===== config.mk =====
export PLATFORM = sky130hd
export DESIGN_NAME = sb_rx_transaction_decoder
export DESIGN_NICKNAME = d
export VERILOG_FILES = /design/src/rtl/sb_rx_transaction_decoder.sv
export SDC_FILE = /design/constraint.sdc
export NUM_CORES = 2
export LEC_CHECK = 0
export ABC_AREA = 1
export ABC_CLOCK_PERIOD_IN_PS = 100100
export CORE_MARGIN = 10
export CORE_UTILIZATION = 54
export DETAILED_ROUTE_END_ITERATION = 7
export PLACE_DENSITY = 0.78
export SETUP_SLACK_MARGIN = 0.02
export SYNTH_ARGS = -nofsm -noshare
export SYNTH_HDL_FRONTEND = slang
export SYNTH_SLANG_ARGS = --single-unit

===== constraint.sdc =====
create_clock -name sb_clk -period 100.1 [get_ports sb_clk]
set_input_delay 20.02 -clock sb_clk [delete_from_list [all_inputs] [get_ports sb_clk]]
set_output_delay 20.02 -clock sb_clk [all_outputs]
set_load 0.05 [all_outputs]

===== src/rtl/sb_rx_transaction_decoder.sv =====
// rtl/sb_rx_transaction_decoder.sv - sideband rx deserializer and DLE-framed transaction parser
//
// Purpose: samples the UART-style sbrx line (start bit, 8 data bits LSB first, stop bit,
// one bit per sb_clk), then parses DLE-framed AT/command transactions and LT symbols.
// Transactions carry STX, payload and a trailing 2-byte CRC (low byte first), closed by DLE,ETX.
//
// Ports:
//   sb_clk       sideband clock, one sbrx bit per rising edge
//   rst          asynchronous active-high reset
//   sbrx         serial input, idle high
//   trans_valid  1-cycle pulse, transaction accepted
//   trans_stx    STX/command byte of the last accepted transaction
//   trans_data   payload, byte i at [8i+7:8i], unused bytes 0
//   trans_len    payload byte count
//   lt_valid     1-cycle pulse, valid LSE/CLSE pair
//   lt_lse       LSE code of the last LT symbol
//   frame_err    1-cycle pulse on any framing/format error
//   crc_err      1-cycle pulse on CRC mismatch at ETX
//
// Configuration macro: SB_RX_CRC_CHECK_EN enables CRC-16 checking (poly 0x8005, init 0xFFFF,
// LSB-first bit feed, no final XOR). Without it the CRC bytes are still stripped, crc_err is 0
// and every well-formed ETX is accepted.

module sb_rx_transaction_decoder #(
    parameter int  MAX_BYTES = 64,
    localparam int LEN_W     = $clog2(MAX_BYTES + 1),
    localparam int CNT_W     = $clog2(MAX_BYTES + 3)
) (
    input  logic                   sb_clk,
    input  logic                   rst,
    input  logic                   sbrx,
    output logic                   trans_valid,
    output logic [7:0]             trans_stx,
    output logic [8*MAX_BYTES-1:0] trans_data,
    output logic [LEN_W-1:0]       trans_len,
    output logic                   lt_valid,
    output logic [7:0]             lt_lse,
    output logic                   frame_err,
    output logic                   crc_err
);

    localparam logic [7:0] DLE = 8'hFE;
    localparam logic [7:0] ETX = 8'h40;

    typedef enum logic [1:0] {B_IDLE, B_DATA, B_STOP, B_WAIT} bstate_t;
    typedef enum logic [2:0] {P_IDLE, P_TYPE, P_CLSE, P_PAY, P_ESC} pstate_t;

    bstate_t                bstate_q, bstate_d;
    logic [2:0]             bit_cnt_q, bit_cnt_d;
    logic [7:0]             sh_q, sh_d;
    logic                   strobe_q, strobe_d;
    logic [7:0]             rx_byte_q, rx_byte_d;

    pstate_t                pstate_q, pstate_d;
    logic [7:0]             lse_q, lse_d;
    logic [7:0]             stx_q, stx_d;
    logic [CNT_W-1:0]       app_cnt_q, app_cnt_d;
    logic [7:0]             dl0_q, dl0_d;
    logic [7:0]             dl1_q, dl1_d;
    logic [8*MAX_BYTES-1:0] pay_buf_q, pay_buf_d;

    logic                   trans_valid_q, trans_valid_d;
    logic [7:0]             trans_stx_q, trans_stx_d;
    logic [8*MAX_BYTES-1:0] trans_data_q, trans_data_d;
    logic [LEN_W-1:0]       trans_len_q, trans_len_d;
    logic                   lt_valid_q, lt_valid_d;
    logic [7:0]             lt_lse_q, lt_lse_d;
    logic                   frame_err_q, frame_err_d;

    logic                   stop_err;
    logic                   app_en;
    logic [7:0]             app_byte;
    logic                   crc_bad;

`ifdef SB_RX_CRC_CHECK_EN
    logic [15:0]            crc_q, crc_d;
    logic                   crc_err_q, crc_err_d;

    function automatic logic [15:0] crc_step(input logic [15:0] c, input logic [7:0] b);
        logic [15:0] r;
        r = c;
        for (int i = 0; i < 8; i++) begin
            if (r[15] ^ b[i]) r = {r[14:0], 1'b0} ^ 16'h8005;
            else              r = {r[14:0], 1'b0};
        end
        return r;
    endfunction
`endif

    always_comb begin
        bstate_d      = bstate_q;
        bit_cnt_d     = bit_cnt_q;
        sh_d          = sh_q;
        strobe_d      = 1'b0;
        rx_byte_d     = rx_byte_q;
        pstate_d      = pstate_q;
        lse_d         = lse_q;
        stx_d         = stx_q;
        app_cnt_d     = app_cnt_q;
        dl0_d         = dl0_q;
        dl1_d         = dl1_q;
        pay_buf_d     = pay_buf_q;
        trans_valid_d = 1'b0;
        trans_stx_d   = trans_stx_q;
        trans_data_d  = trans_data_q;
        trans_len_d   = trans_len_q;
        lt_valid_d    = 1'b0;
        lt_lse_d      = lt_lse_q;
        frame_err_d   = 1'b0;
        stop_err      = 1'b0;
        app_en        = 1'b0;
        app_byte      = rx_byte_q;
        crc_bad       = 1'b0;
`ifdef SB_RX_CRC_CHECK_EN
        crc_d         = crc_q;
        crc_err_d     = 1'b0;
        crc_bad       = (crc_q != {dl0_q, dl1_q});
`endif

        // Byte deserializer
        case (bstate_q)
            B_IDLE: begin
                if (!sbrx) begin
                    bstate_d  = B_DATA;
                    bit_cnt_d = 3'd0;
                end
            end
            B_DATA: begin
                sh_d      = {sbrx, sh_q[7:1]};
                bit_cnt_d = bit_cnt_q + 3'd1;
                if (bit_cnt_q == 3'd7) bstate_d = B_STOP;
            end
            B_STOP: begin
                if (sbrx) begin
                    strobe_d  = 1'b1;
                    rx_byte_d = sh_q;
                    bstate_d  = B_IDLE;
                end else begin
                    stop_err  = 1'b1;
                    bstate_d  = B_WAIT;
                end
            end
            default: begin
                if (sbrx) bstate_d = B_IDLE;
            end
        endcase

        // Transaction parser, one step per received byte
        if (strobe_q) begin
            case (pstate_q)
                P_IDLE: begin
                    if (rx_byte_q == DLE) pstate_d = P_TYPE;
                end
                P_TYPE: begin
                    if (rx_byte_q[7] && rx_byte_q != DLE) begin
                        lse_d    = rx_byte_q;
                        pstate_d = P_CLSE;
                    end else if (!rx_byte_q[7] && rx_byte_q != ETX) begin
                        stx_d     = rx_byte_q;
                        app_cnt_d = '0;
                        pay_buf_d = '0;
`ifdef SB_RX_CRC_CHECK_EN
                        crc_d     = crc_step(16'hFFFF, rx_byte_q);
`endif
                        pstate_d  = P_PAY;
                    end else begin
                        frame_err_d = 1'b1;
                        pstate_d    = P_IDLE;
                    end
                end
                P_CLSE: begin
                    if (rx_byte_q == ~lse_q) begin
                        lt_lse_d   = lse_q;
                        lt_valid_d = 1'b1;
                    end else begin
                        frame_err_d = 1'b1;
                    end
                    pstate_d = P_IDLE;
                end
                P_PAY: begin
                    if (rx_byte_q == DLE) pstate_d = P_ESC;
                    else                  app_en   = 1'b1;
                end
                default: begin
                    if (rx_byte_q == DLE) begin
                        app_en   = 1'b1;
                        pstate_d = P_PAY;
                    end else if (rx_byte_q == ETX) begin
                        pstate_d = P_IDLE;
                        if (app_cnt_q < CNT_W'(2)) begin
                            frame_err_d = 1'b1;
                        end else if (crc_bad) begin
`ifdef SB_RX_CRC_CHECK_EN
                            crc_err_d = 1'b1;
`endif
                        end else begin
                            trans_valid_d = 1'b1;
                            trans_stx_d   = stx_q;
                            trans_data_d  = pay_buf_q;
                            trans_len_d   = LEN_W'(app_cnt_q - CNT_W'(2));
                        end
                    end else begin
                        frame_err_d = 1'b1;
                        pstate_d    = P_IDLE;
                    end
                end
            endcase
        end

        // The two newest bytes may be the CRC, so a byte only reaches the payload
        // buffer and the CRC once two more bytes have arrived behind it.
        if (app_en) begin
            if (app_cnt_q == CNT_W'(MAX_BYTES + 2)) begin
                frame_err_d = 1'b1;
                pstate_d    = P_IDLE;
            end else begin
                for (int i = 0; i < MAX_BYTES; i++) begin
                    if (app_cnt_q == CNT_W'(i + 2)) pay_buf_d[8*i +: 8] = dl1_q;
                end
`ifdef SB_RX_CRC_CHECK_EN
                if (app_cnt_q >= CNT_W'(2)) crc_d = crc_step(crc_q, dl1_q);
`endif
                dl1_d     = dl0_q;
                dl0_d     = app_byte;
                app_cnt_d = app_cnt_q + CNT_W'(1);
            end
        end

        // A broken stop bit abandons whatever frame was in progress
        if (stop_err) begin
            frame_err_d = 1'b1;
            pstate_d    = P_IDLE;
        end
    end

    always_ff @(posedge sb_clk or posedge rst) begin
        if (rst) begin
            bstate_q      <= B_IDLE;
            bit_cnt_q     <= '0;
            sh_q          <= '0;
            strobe_q      <= 1'b0;
            rx_byte_q     <= '0;
            pstate_q      <= P_IDLE;
            lse_q         <= '0;
            stx_q         <= '0;
            app_cnt_q     <= '0;
            dl0_q         <= '0;
            dl1_q         <= '0;
            pay_buf_q     <= '0;
            trans_valid_q <= 1'b0;
            trans_stx_q   <= '0;
            trans_data_q  <= '0;
            trans_len_q   <= '0;
            lt_valid_q    <= 1'b0;
            lt_lse_q      <= '0;
            frame_err_q   <= 1'b0;
`ifdef SB_RX_CRC_CHECK_EN
            crc_q         <= 16'hFFFF;
            crc_err_q     <= 1'b0;
`endif
        end else begin
            bstate_q      <= bstate_d;
            bit_cnt_q     <= bit_cnt_d;
            sh_q          <= sh_d;
            strobe_q      <= strobe_d;
            rx_byte_q     <= rx_byte_d;
            pstate_q      <= pstate_d;
            lse_q         <= lse_d;
            stx_q         <= stx_d;
            app_cnt_q     <= app_cnt_d;
            dl0_q         <= dl0_d;
            dl1_q         <= dl1_d;
            pay_buf_q     <= pay_buf_d;
            trans_valid_q <= trans_valid_d;
            trans_stx_q   <= trans_stx_d;
            trans_data_q  <= trans_data_d;
            trans_len_q   <= trans_len_d;
            lt_valid_q    <= lt_valid_d;
            lt_lse_q      <= lt_lse_d;
            frame_err_q   <= frame_err_d;
`ifdef SB_RX_CRC_CHECK_EN
            crc_q         <= crc_d;
            crc_err_q     <= crc_err_d;
`endif
        end
    end

    assign trans_valid = trans_valid_q;
    assign trans_stx   = trans_stx_q;
    assign trans_data  = trans_data_q;
    assign trans_len   = trans_len_q;
    assign lt_valid    = lt_valid_q;
    assign lt_lse      = lt_lse_q;
    assign frame_err   = frame_err_q;
`ifdef SB_RX_CRC_CHECK_EN
    assign crc_err     = crc_err_q;
`else
    assign crc_err     = 1'b0;
`endif

endmodule


==> impl_metrics.json <==
{
  "timing.final.ws_setup_ns": 75.23,
  "dp_hpwl_mm": 81.2,
  "numCtsBuffers": 109,
  "maxCapViolations": 0,
  "cts_hold_buf": 0,
  "gp_congestion": 0.817,
  "regToRegEndpoint": "trans_data[310]",
  "netlist_top_cells_area": "dfrtp_1 62%, nand2_1 24%, o21ai_0 4.8%, buf_2 2.4%, nand3_1 1.5%",
  "ys_ff_latch": 1114,
  "post-route-period-util_pct": 24.8,
  "start_util_pct": 54.3,
  "cts_sinks": 1114,
  "dr.first_iter.drc_count": 3574,
  "worst_pin_slew_ns": 1.20,
  "htreeDepth": 3,
  "cpMaxStageDelayCell": "buf_4",
  "syn_to_final_growth_pct": 20.4,
  "hp-start": "pay_buf_q[161]",
  "fmax_ghz": 0.0402,
  "row_count": 106,
  "die_h_um": 310,
  "postCtsSetupBuffers": 0,
  "yosys_warnings": 0,
  "netlist.area_leader.share_pct": 61.5,
  "stdcell_area_um2": 54600,
  "leakagePower_nw": 27.5,
  "fin_skew_ns": 0.0351,
  "yosysSeqAreaShare_pct": 61.5,
  "fin_cells": 6770,
  "ff_latch_area_um2": 27900,
  "outcome": "finished clean",
  "synthFlopType": "dfrtp_1",
  "async_flop_share_pct": 100,
  "syn_area_per_cell_um2": 8.66,
  "clockRootBuffer": "clkbuf_16",
  "grt.total_usage_pct": 27.1,
  "dp_slack_ns": 74.34,
  "fin_crit_ns": 24.87,
  "critPathArrivalTime_ns": 25.57,
  "io_pins": 542,
  "worstSkewPairLatency_ns": 0.69,
  "crit_top_cell": "buf_4",
  "dpl_cell_area_um2": 50900,
  "rsz0062_at_grt": "no",
  "cp.required_ns": 100.80,
  "power_density_nw_per_um2": 17.4,
  "final-hold-violation-count": 0,
  "report.final.slew_viol_count": 0,
  "yosysUniqueCellTypes": 33,
  "dieArea_um2": 95900,
  "finalPower_mw": 0.952,
  "num_vias": 36471,
  "grt_first_pass_wirelength_mm": 203,
  "fill_cells": 6494,
  "finalSetupTns_ns": 0,
  "worstSetupStartpointType": "primary input",
  "crit_type": "primary input to asynchronous set/reset pin",
  "hp-class": "flop to flop",
  "wire_per_inst_um": 19.6,
  "nets": 5613,
  "drive_gt1_share_pct": 6.33,
  "rrSetupSlack_ns": 95.37,
  "max_stage_delay_ns": 0.91,
  "synth_top_cell_by_area": "dfrtp_1",
  "rr_worst_depth": 11,
  "antenna_found_initial": 1,
  "drtAntennaViolNets": 0,
  "r2r_start": "app_cnt_q[4]",
  "synth_edf_count": 0,
  "worstHoldEndpoint": "trans_data[161]",
  "synth_fp_nets": 5248,
  "cts_tree": "built",
  "synthesis.area_um2": 45300,
  "drc_errors": 0,
  "clockBufferDepth": 3,
  "wirelength_mm": 133,
  "maxSlewHeadroom_pct": 20.1,
  "multi_input_area_um2": 15500,
  "grt_max_degree": 185,
  "setup-violations-final": 0,
  "cts_resized": 0,
  "drtPass1Iterations": 6,
  "overflow": 0,
  "vdd.ir_drop.worst_v": 0.0000158,
  "vias_per_cell": 5.39,
  "portBuffers": 540,
  "clkSlewWorstSetupHoldPaths_ns": 0.06,
  "syn_inst": 5233,
  "worstPathCellList": "clkdlybuf4s50_1 -> inv_8 -> buf_4 -> buf_12 -> buf_4 -> buf_4 -> buf_4",
  "cp_max_fo": 184,
  "place_inst": 6567,
  "endpoint_kind": "asynchronous set/reset pin",
  "core_um2": 83400,
  "grt_pass1_vias": 35176,
  "dieWidth_um": 310,
  "min_path_cells": 2
}
==> state kept, by name, summed over array words and instances, names as in the netlist, 8 cells and up <==
| signal | flops |
|---|---|
| lt_lse | 8 |
| app_byte | 8 |
| dl0_q | 8 |
| pay_buf_q | 512 |
| trans_data | 512 |
| stx_q | 8 |
| trans_stx | 8 |
| lse_q | 8 |
| sh_q | 8 |
| dl1_q | 8 |
==> power breakdown <==
| group | switching (mW) | internal (mW) |
|---|---|---|
| logic | 0.0467 | 0.0115 |
| registers | 0.0125 | 0.459 |
| clock network | 0.175 | 0.247 |
| total | 0.234 | 0.717 |
==> how the worst max path moves through the flow <==
stage                     from              end  slack, ns  depth (start not counted)
after CTS                  rst  trans_data[207]      75.04                          7
after global placement     rst  trans_data[128]      74.36                          7
after floorplan            rst      app_byte[0]      48.71                          1
after global routing       rst  trans_data[207]      74.40                          7
after detailed placement   rst  trans_data[128]      74.34                          7
final                      rst  trans_data[207]      75.23                          7
==> logic make-up (layout without fill, tap and decap cells) <==
logic type | Yosys count | count (layout) | synth area share, %
AO/OA/AOI/OAI | 523 | 523 | 6.39
buffers and inverters | 412 | 868 | 4.27
other | 1 | 2 | 0.00828
adder cells (fa/ha/maj) | 12 | 12 | 0.331
AND/OR/NAND/NOR | 3165 | 3165 | 27.4
XOR/XNOR | 6 | 6 | 0.116
flip-flops | 1114 | 1114 | 61.5
==> cell type report <==
type	instances	area share (%)
diodes	1	0.00458
multi-input cells	3707	28.5
well taps	1080	2.48
inverters	86	0.605
repair buffers	580	10.5
clock inverters	29	0.834
flip-flops and latches	1114	51.1
clock buffers	173	5.99
==> cells in the final DEF, fill, tap and decap left out, types with 2 or more instances in the layout <==
cell type,count
clkdlybuf4s50_1,540
inv_1,79
nor3_1,4
clkinv_8,2
o21ai_0,434
nor2_1,48
dfrtp_4,8
clkinvlp_4,2
nand2_1,2903
nand3_1,139
nor2_8,10
o21ai_2,70
buf_12,2
clkinv_2,12
a21oi_1,2
bufinv_16,9
clkbuf_1,35
ha_1,12
nor3_2,4
xor2_1,6
clkbuf_8,28
inv_2,6
o21ai_1,11
buf_4,38
o31ai_1,2
nand2_4,2
nor2_2,47
nand2_2,2
clkbuf_16,110
clkinv_16,2
nand2_8,2
nand4_1,2
dfrtp_1,1106
==> critical path, delay by kind of cell <==
family / cells / cell delay [ns]
buf+inv: 7 / 5.15
==> metal layers <==
metal | wire length (µm) | global-route usage (%) | up-vias
li1 | - | - | 16936
met3 | 10200 | 5.01 | 295
met1 | 53900 | 35.6 | 17794
met5 | 16 | 0 | -
met4 | 6380 | 12.6 | 2
met2 | 62500 | 43.5 | 1444
==> Yosys cell counts, types with 6 or more instances <==
cell type / instances
nand3_1: 139
ha_1: 12
xor2_1: 6
o21ai_1: 11
dfrtp_1: 1114
nor2_2: 47
nor2_8: 10
o21ai_2: 70
inv_1: 80
inv_2: 6
o21ai_0: 434
clkbuf_1: 86
buf_2: 214
buf_4: 6
buf_6: 11
nor2_1: 48
buf_1: 8
nand2_1: 2904
==> metrics by stage <==
stage	hold WS (ns)	utilization, %
after CTS	0.468	65.4
after global routing	0.478	65.4
after global placement	0.453	61.0
after floorplan	0.442	-
final	0.461	65.4
after detailed placement	0.457	61.0
No activity file was read; power rests on OpenSTA's default activity.
